$ cat src/rtl/uart_rx_ext.sv
`timescale 1ns/1ps
// UART receiver with 3-sample majority bit decisions, parity/stop checking and a
// one-entry valid/ready holding register that reports overruns.
module uart_rx_ext #(
    parameter int CLKS_PER_BIT = 1085,
    parameter int DATA_WIDTH   = 8,
    parameter int PARITY_EN    = 0,
    parameter int PARITY_ODD   = 0,
    parameter int STOP_BITS    = 1
) (
    input  logic                  sysclk,
    input  logic                  i_rst,
    input  logic                  i_rx,
    input  logic                  i_rx_serial,
    input  logic                  i_rx_ready,
    output logic                  o_rx_valid,
    output logic [DATA_WIDTH-1:0] o_rx_data,
    output logic                  o_parity_err,
    output logic                  o_frame_err,
    output logic                  o_overrun
);

    localparam int CW = $clog2(CLKS_PER_BIT);
    localparam int IW = $clog2(DATA_WIDTH);
    localparam int M  = CLKS_PER_BIT / 2;

    localparam logic [CW-1:0] CNT_PRE = CW'(M - 1);
    localparam logic [CW-1:0] CNT_MID = CW'(M);
    localparam logic [CW-1:0] CNT_DEC = CW'(M + 1);
    localparam logic [CW-1:0] CNT_END = CW'(CLKS_PER_BIT - 1);
    localparam logic [IW-1:0] IDX_LAST  = IW'(DATA_WIDTH - 1);
    localparam logic [IW-1:0] STOP_LAST = IW'(STOP_BITS - 1);

    typedef enum logic [2:0] {
        S_IDLE,
        S_START,
        S_DATA,
        S_PARITY,
        S_STOP
    } state_t;

    function automatic logic majority3(input logic a, input logic b, input logic c);
        return (a & b) | (a & c) | (b & c);
    endfunction

    function automatic logic parity_error(input logic [DATA_WIDTH-1:0] d, input logic p);
        return ((^d) ^ p) != 1'(PARITY_ODD);
    endfunction

    state_t                state, state_n;
    logic                  rx_sync_p0, rx_sync_p1;
    logic [CW-1:0]         cnt;
    logic [IW-1:0]         bit_idx;
    logic                  samp_pre, samp_mid;
    logic [DATA_WIDTH-1:0] shift_reg;
    logic                  par_bit;
    logic                  frame_bad;
    logic                  bit_v;
    logic                  decide, bit_end;
    logic                  commit, load_ok;
    logic                  par_err_n;

    // Stage p0/p1: two-flop synchroniser, parked at idle level while disabled
    always_ff @(posedge sysclk) begin
        if (i_rst || !i_rx) begin
            rx_sync_p0 <= 1'b1;
            rx_sync_p1 <= 1'b1;
        end else begin
            rx_sync_p0 <= i_rx_serial;
            rx_sync_p1 <= rx_sync_p0;
        end
    end

    assign bit_v     = majority3(samp_pre, samp_mid, rx_sync_p1);
    assign decide    = (cnt == CNT_DEC);
    assign bit_end   = (cnt == CNT_END);
    assign load_ok   = !o_rx_valid || i_rx_ready;
    assign par_err_n = (PARITY_EN != 0) ? parity_error(shift_reg, par_bit) : 1'b0;

    always_ff @(posedge sysclk) begin
        if (i_rst) begin
            state <= S_IDLE;
        end else begin
            state <= state_n;
        end
    end

    always_comb begin
        state_n = state;
        commit  = 1'b0;
        case (state)
            S_IDLE: begin
                if (!rx_sync_p1) state_n = S_START;
            end
            S_START: begin
                if (decide && bit_v) state_n = S_IDLE;
                else if (bit_end)    state_n = S_DATA;
            end
            S_DATA: begin
                if (bit_end && bit_idx == IDX_LAST)
                    state_n = (PARITY_EN != 0) ? S_PARITY : S_STOP;
            end
            S_PARITY: begin
                if (bit_end) state_n = S_STOP;
            end
            S_STOP: begin
                // Commit mid-way through the last stop bit so the next start edge is not missed
                if (decide && bit_idx == STOP_LAST) begin
                    commit  = 1'b1;
                    state_n = S_IDLE;
                end
            end
            default: state_n = S_IDLE;
        endcase
        if (!i_rx) begin
            state_n = S_IDLE;
            commit  = 1'b0;
        end
    end

    always_ff @(posedge sysclk) begin
        if (i_rst) begin
            cnt       <= '0;
            bit_idx   <= '0;
            frame_bad <= 1'b0;
        end else begin
            if (state == S_IDLE || state_n == S_IDLE || bit_end)
                cnt <= '0;
            else
                cnt <= cnt + CW'(1);

            if (state != state_n)
                bit_idx <= '0;
            else if (bit_end && (state == S_DATA || state == S_STOP))
                bit_idx <= bit_idx + IW'(1);

            if (state == S_IDLE)
                frame_bad <= 1'b0;
            else if (state == S_STOP && decide && !bit_v)
                frame_bad <= 1'b1;
        end
    end

    always_ff @(posedge sysclk) begin
        if (cnt == CNT_PRE) samp_pre <= rx_sync_p1;
        if (cnt == CNT_MID) samp_mid <= rx_sync_p1;
        if (state == S_DATA && decide)
            shift_reg <= {bit_v, shift_reg[DATA_WIDTH-1:1]};
        if (state == S_PARITY && decide)
            par_bit <= bit_v;
    end

    // Holding register: a commit may refill it in the same cycle it is drained
    always_ff @(posedge sysclk) begin
        if (i_rst) begin
            o_rx_valid   <= 1'b0;
            o_rx_data    <= '0;
            o_parity_err <= 1'b0;
            o_frame_err  <= 1'b0;
            o_overrun    <= 1'b0;
        end else begin
            o_overrun <= commit && !load_ok;
            if (commit && load_ok) begin
                o_rx_valid   <= 1'b1;
                o_rx_data    <= shift_reg;
                o_parity_err <= par_err_n;
                o_frame_err  <= frame_bad | !bit_v;
            end else if (o_rx_valid && i_rx_ready) begin
                o_rx_valid <= 1'b0;
            end
        end
    end

endmodule

$ cat config.mk
export PLATFORM = sky130hd
export DESIGN_NAME = uart_rx_ext
export DESIGN_NICKNAME = d
export VERILOG_FILES = /design/src/rtl/uart_rx_ext.sv
export SDC_FILE = /design/constraint.sdc
export NUM_CORES = 1
export LEC_CHECK = 0
export CAP_MARGIN = 20
export CELL_PAD_IN_SITES_DETAIL_PLACEMENT = 1
export CELL_PAD_IN_SITES_GLOBAL_PLACEMENT = 1
export CORE_MARGIN = 4
export CORE_UTILIZATION = 51
export CTS_BUF_LIST = sky130_fd_sc_hd__clkbuf_8
export DETAILED_ROUTE_END_ITERATION = 10
export DONT_BUFFER_PORTS = 1
export MAX_ROUTING_LAYER = met4
export PLACE_DENSITY = 0.82
export SLEW_MARGIN = 30
export SYNTH_ARGS = -nofsm -noshare
export SYNTH_HDL_FRONTEND = slang
export SYNTH_SLANG_ARGS = --single-unit
$ cat constraint.sdc
create_clock -name sysclk -period 2.4 [get_ports sysclk]
set_clock_uncertainty 0.2 [all_clocks]
set_input_delay 0.36 -clock sysclk [delete_from_list [all_inputs] [get_ports sysclk]]
set_output_delay 0.36 -clock sysclk [all_outputs]
set_load 0.005 [all_outputs]
==> flow_metrics.tcl <==
set metrics [dict create \
    syn_to_final_growth_pct 8.01 \
    grt_max_degree 15 \
    clk_latency_ns 0.29 \
    portBuffers 0 \
    cp.arrival_ns 2.25 \
    slew_viol_final 0 \
    grt-ovfl-total 0 \
    clkSinkCount 41 \
    antenna_found_initial 0 \
    crit_path_end "cnt[0]" \
    drtAntennaViolNets 0 \
    rsz0062_at_grt "false" \
    crit_type "reg2reg" \
    start_kind "flip-flop" \
    h-tree-depth 2 \
    root_buffer "clkbuf_8" \
    regArea_um2 921 \
    r2r_cells 7 \
    vdd_drop_max_mv 0.362 \
    worst_ep_required_time_ns 2.43 \
    drc 0 \
    n_antenna_cell 0 \
    crit_chain "inv_1, ha_1, and2b_2, nand4_4, o211ai_1, o32a_1, nor2_1" \
    drtIter0Drc 75 \
    grt_pass1_wl_mm 7.18 \
    setup_viol 0 \
    final_hold_viol_count 0 \
    status "complete, no violations" \
    wire_per_inst_um 18.4 \
    syn_area_mm2 0.00191 \
    slowest_delay_ns 0.45 \
    via_count 1368 \
    r2r_end "cnt[0]" \
    synthCells 184 \
    core_area_mm2 0.00347 \
    ys_seq_area_frac 0.483 \
    setup_ws_ns 0.177 \
    grt_pass1_vias 1475 \
    fill_cells 378 \
    crit_start "cnt[0]" \
    min_period_ns 2.22 \
    drive_above_1_share 0.111 \
    r2r_slack_ns 0.18 \
    cts_tree "yes" \
    ys_ff_latch 41 \
    pre_cts_ws_ns 0.215 \
    min_path_type "in2reg" \
    critPathSlowestCell "dfxtp_1" \
    multiInputGateArea_um2 915 \
    first_pass_iters 4 \
    post-cts-setup-buffers 0 \
    final_common_cell "dfxtp_1" \
    cp_max_fo 8 \
    finalNetCount 200 \
    dpl.hpwl_mm 3.08 \
    largest_register_ff_count 11 \
    path_clk_slew_ns 0.08 \
    cts_made_buffers 5 \
    gp_congestion 0.830 \
    syn_area_per_cell_um2 10.4 \
    row_count 21 \
    tns_ns 0 \
    cts_buffer_depth 2 \
    die_x_um 69.1 \
    synth_edf_count 10 \
    p_per_area_mw_per_mm2 623 \
    start_util 0.549 \
    ys_warn_count 0 \
    die_h_um 69.1 \
    fin_crit_sh 0.926 \
    grt_usage 0.194 \
    endpoint_kind "flip-flop" \
    timing.rr.start "cnt[0]" \
    synth_nets 196 \
    dieArea_mm2 0.00478 \
    most-common-layout-cells "dfxtp_1, nor2_1, nor3_1, mux2i_1, edfxtp_1" \
    synth.distinct_cells 49 \
    drt-total-wl_mm 4.31 \
    max-slew-margin-rel 0.511 \
    clock.fmax_mhz 450 \
    viasPerCell 5.82 \
    hold_start "i_rst" \
    max_cap_violations 0 \
    async_flop_share 0 \
    worst_slew_pin_slew_ns 0.730 \
    p_leak_nw 0.722 \
    ys.flop_type "dfxtp_1" \
    io_pins 17 \
]
## cells by family (layout without fill, tap and decap cells)
family	after synthesis	in the layout	share of synthesized area
other	1	1	0.00197
AO/OA/AOI/OAI	17	17	0.0644
flip-flops	41	41	0.483
multiplexers	10	10	0.0525
AND/OR/NAND/NOR	84	84	0.259
adder cells (fa/ha/maj)	8	8	0.0512
XOR/XNOR	11	11	0.0506
buffers and inverters	12	17	0.0368
## final cells by class
type                    count  share of cell area
flip-flops and latches     41               0.447
multi-input cells         131               0.444
clock buffers               5              0.0334
well taps                  46              0.0280
clock inverters             3              0.0225
repair buffers              3              0.0134
inverters                   6              0.0109
## cells in the mapped netlist (2+ instances only)
cell,count,area (µm²)
edfxtp_1,10,300
nor2b_1,5,31.3
xor2_1,6,52.6
clkbuf_8,2,27.5
inv_1,6,22.5
nand3_1,7,35.0
nand2_1,5,18.8
mux2i_1,10,100
nand4_1,3,18.8
nand2b_1,7,43.8
nor3b_1,2,15.0
and3_1,2,12.5
a21oi_1,4,20.0
clkbuf_1,2,7.51
ha_1,7,87.6
o211ai_1,2,15.0
and2_1,2,12.5
nor2_1,28,105
nor3_1,10,50.1
xnor2_1,5,43.8
dfxtp_1,31,621
## metrics by stage
step / total power (W) / hold WS (ns) / cells / utilization / cell area (µm²)
final: 0.00128 / 0.0326 / 235 / 0.593 / 2060
after global routing: 0.00132 / 0.0380 / 235 / 0.593 / 2060
after CTS: 0.00129 / 0.0223 / 235 / 0.593 / 2060
after detailed placement: 0.000732 / 0.206 / 225 / 0.554 / 1920
after global placement: 0.000732 / 0.196 / 225 / 0.554 / 1920
after floorplan: 0.000733 / 0.186 / 184 / - / 1910
## where the power goes
group / total, W / leakage (nW) / internal [W] / switching [W]
sequential: 0.000704 / 0.342 / 0.000704 / 0.000000838
combinational: 0.0000175 / 0.325 / 0.00000753 / 0.0000100
clock: 0.000560 / 0.0543 / 0.000311 / 0.000249
## critical path: cells and delay by family, from the launching register on
kind | cells | cell delay [ns]
flops | 1 | 0.45
buf+inv | 1 | 0.12
simple gates | 3 | 0.47
compound gates | 2 | 0.68
fa+ha+maj | 1 | 0.22
## metal layers
metal	GRT usage	part of all wire	routed length, µm
met1	0.208	0.41	1760
met2	0.336	0.52	2240
met3	0.0567	0.047	202
met4	0.0781	0.025	108
met5	-	0	0
## worst min path at each step
stage,depth (start not counted),slack [ns],end
floorplan,1,0.19,rx_sync_p1
global placement,1,0.20,rx_sync_p1
detailed placement,1,0.21,rx_sync_p1
CTS,2,0.02,rx_sync_p1
global route,2,0.04,rx_sync_p0
finish,2,0.03,rx_sync_p1
## what timing repair did
item	4_1_cts	5_1_grt
hold buffers	2	0
gates resized for setup	0	0
hold endpoints to repair	13	0
Power figures use the tool's default switching activity.
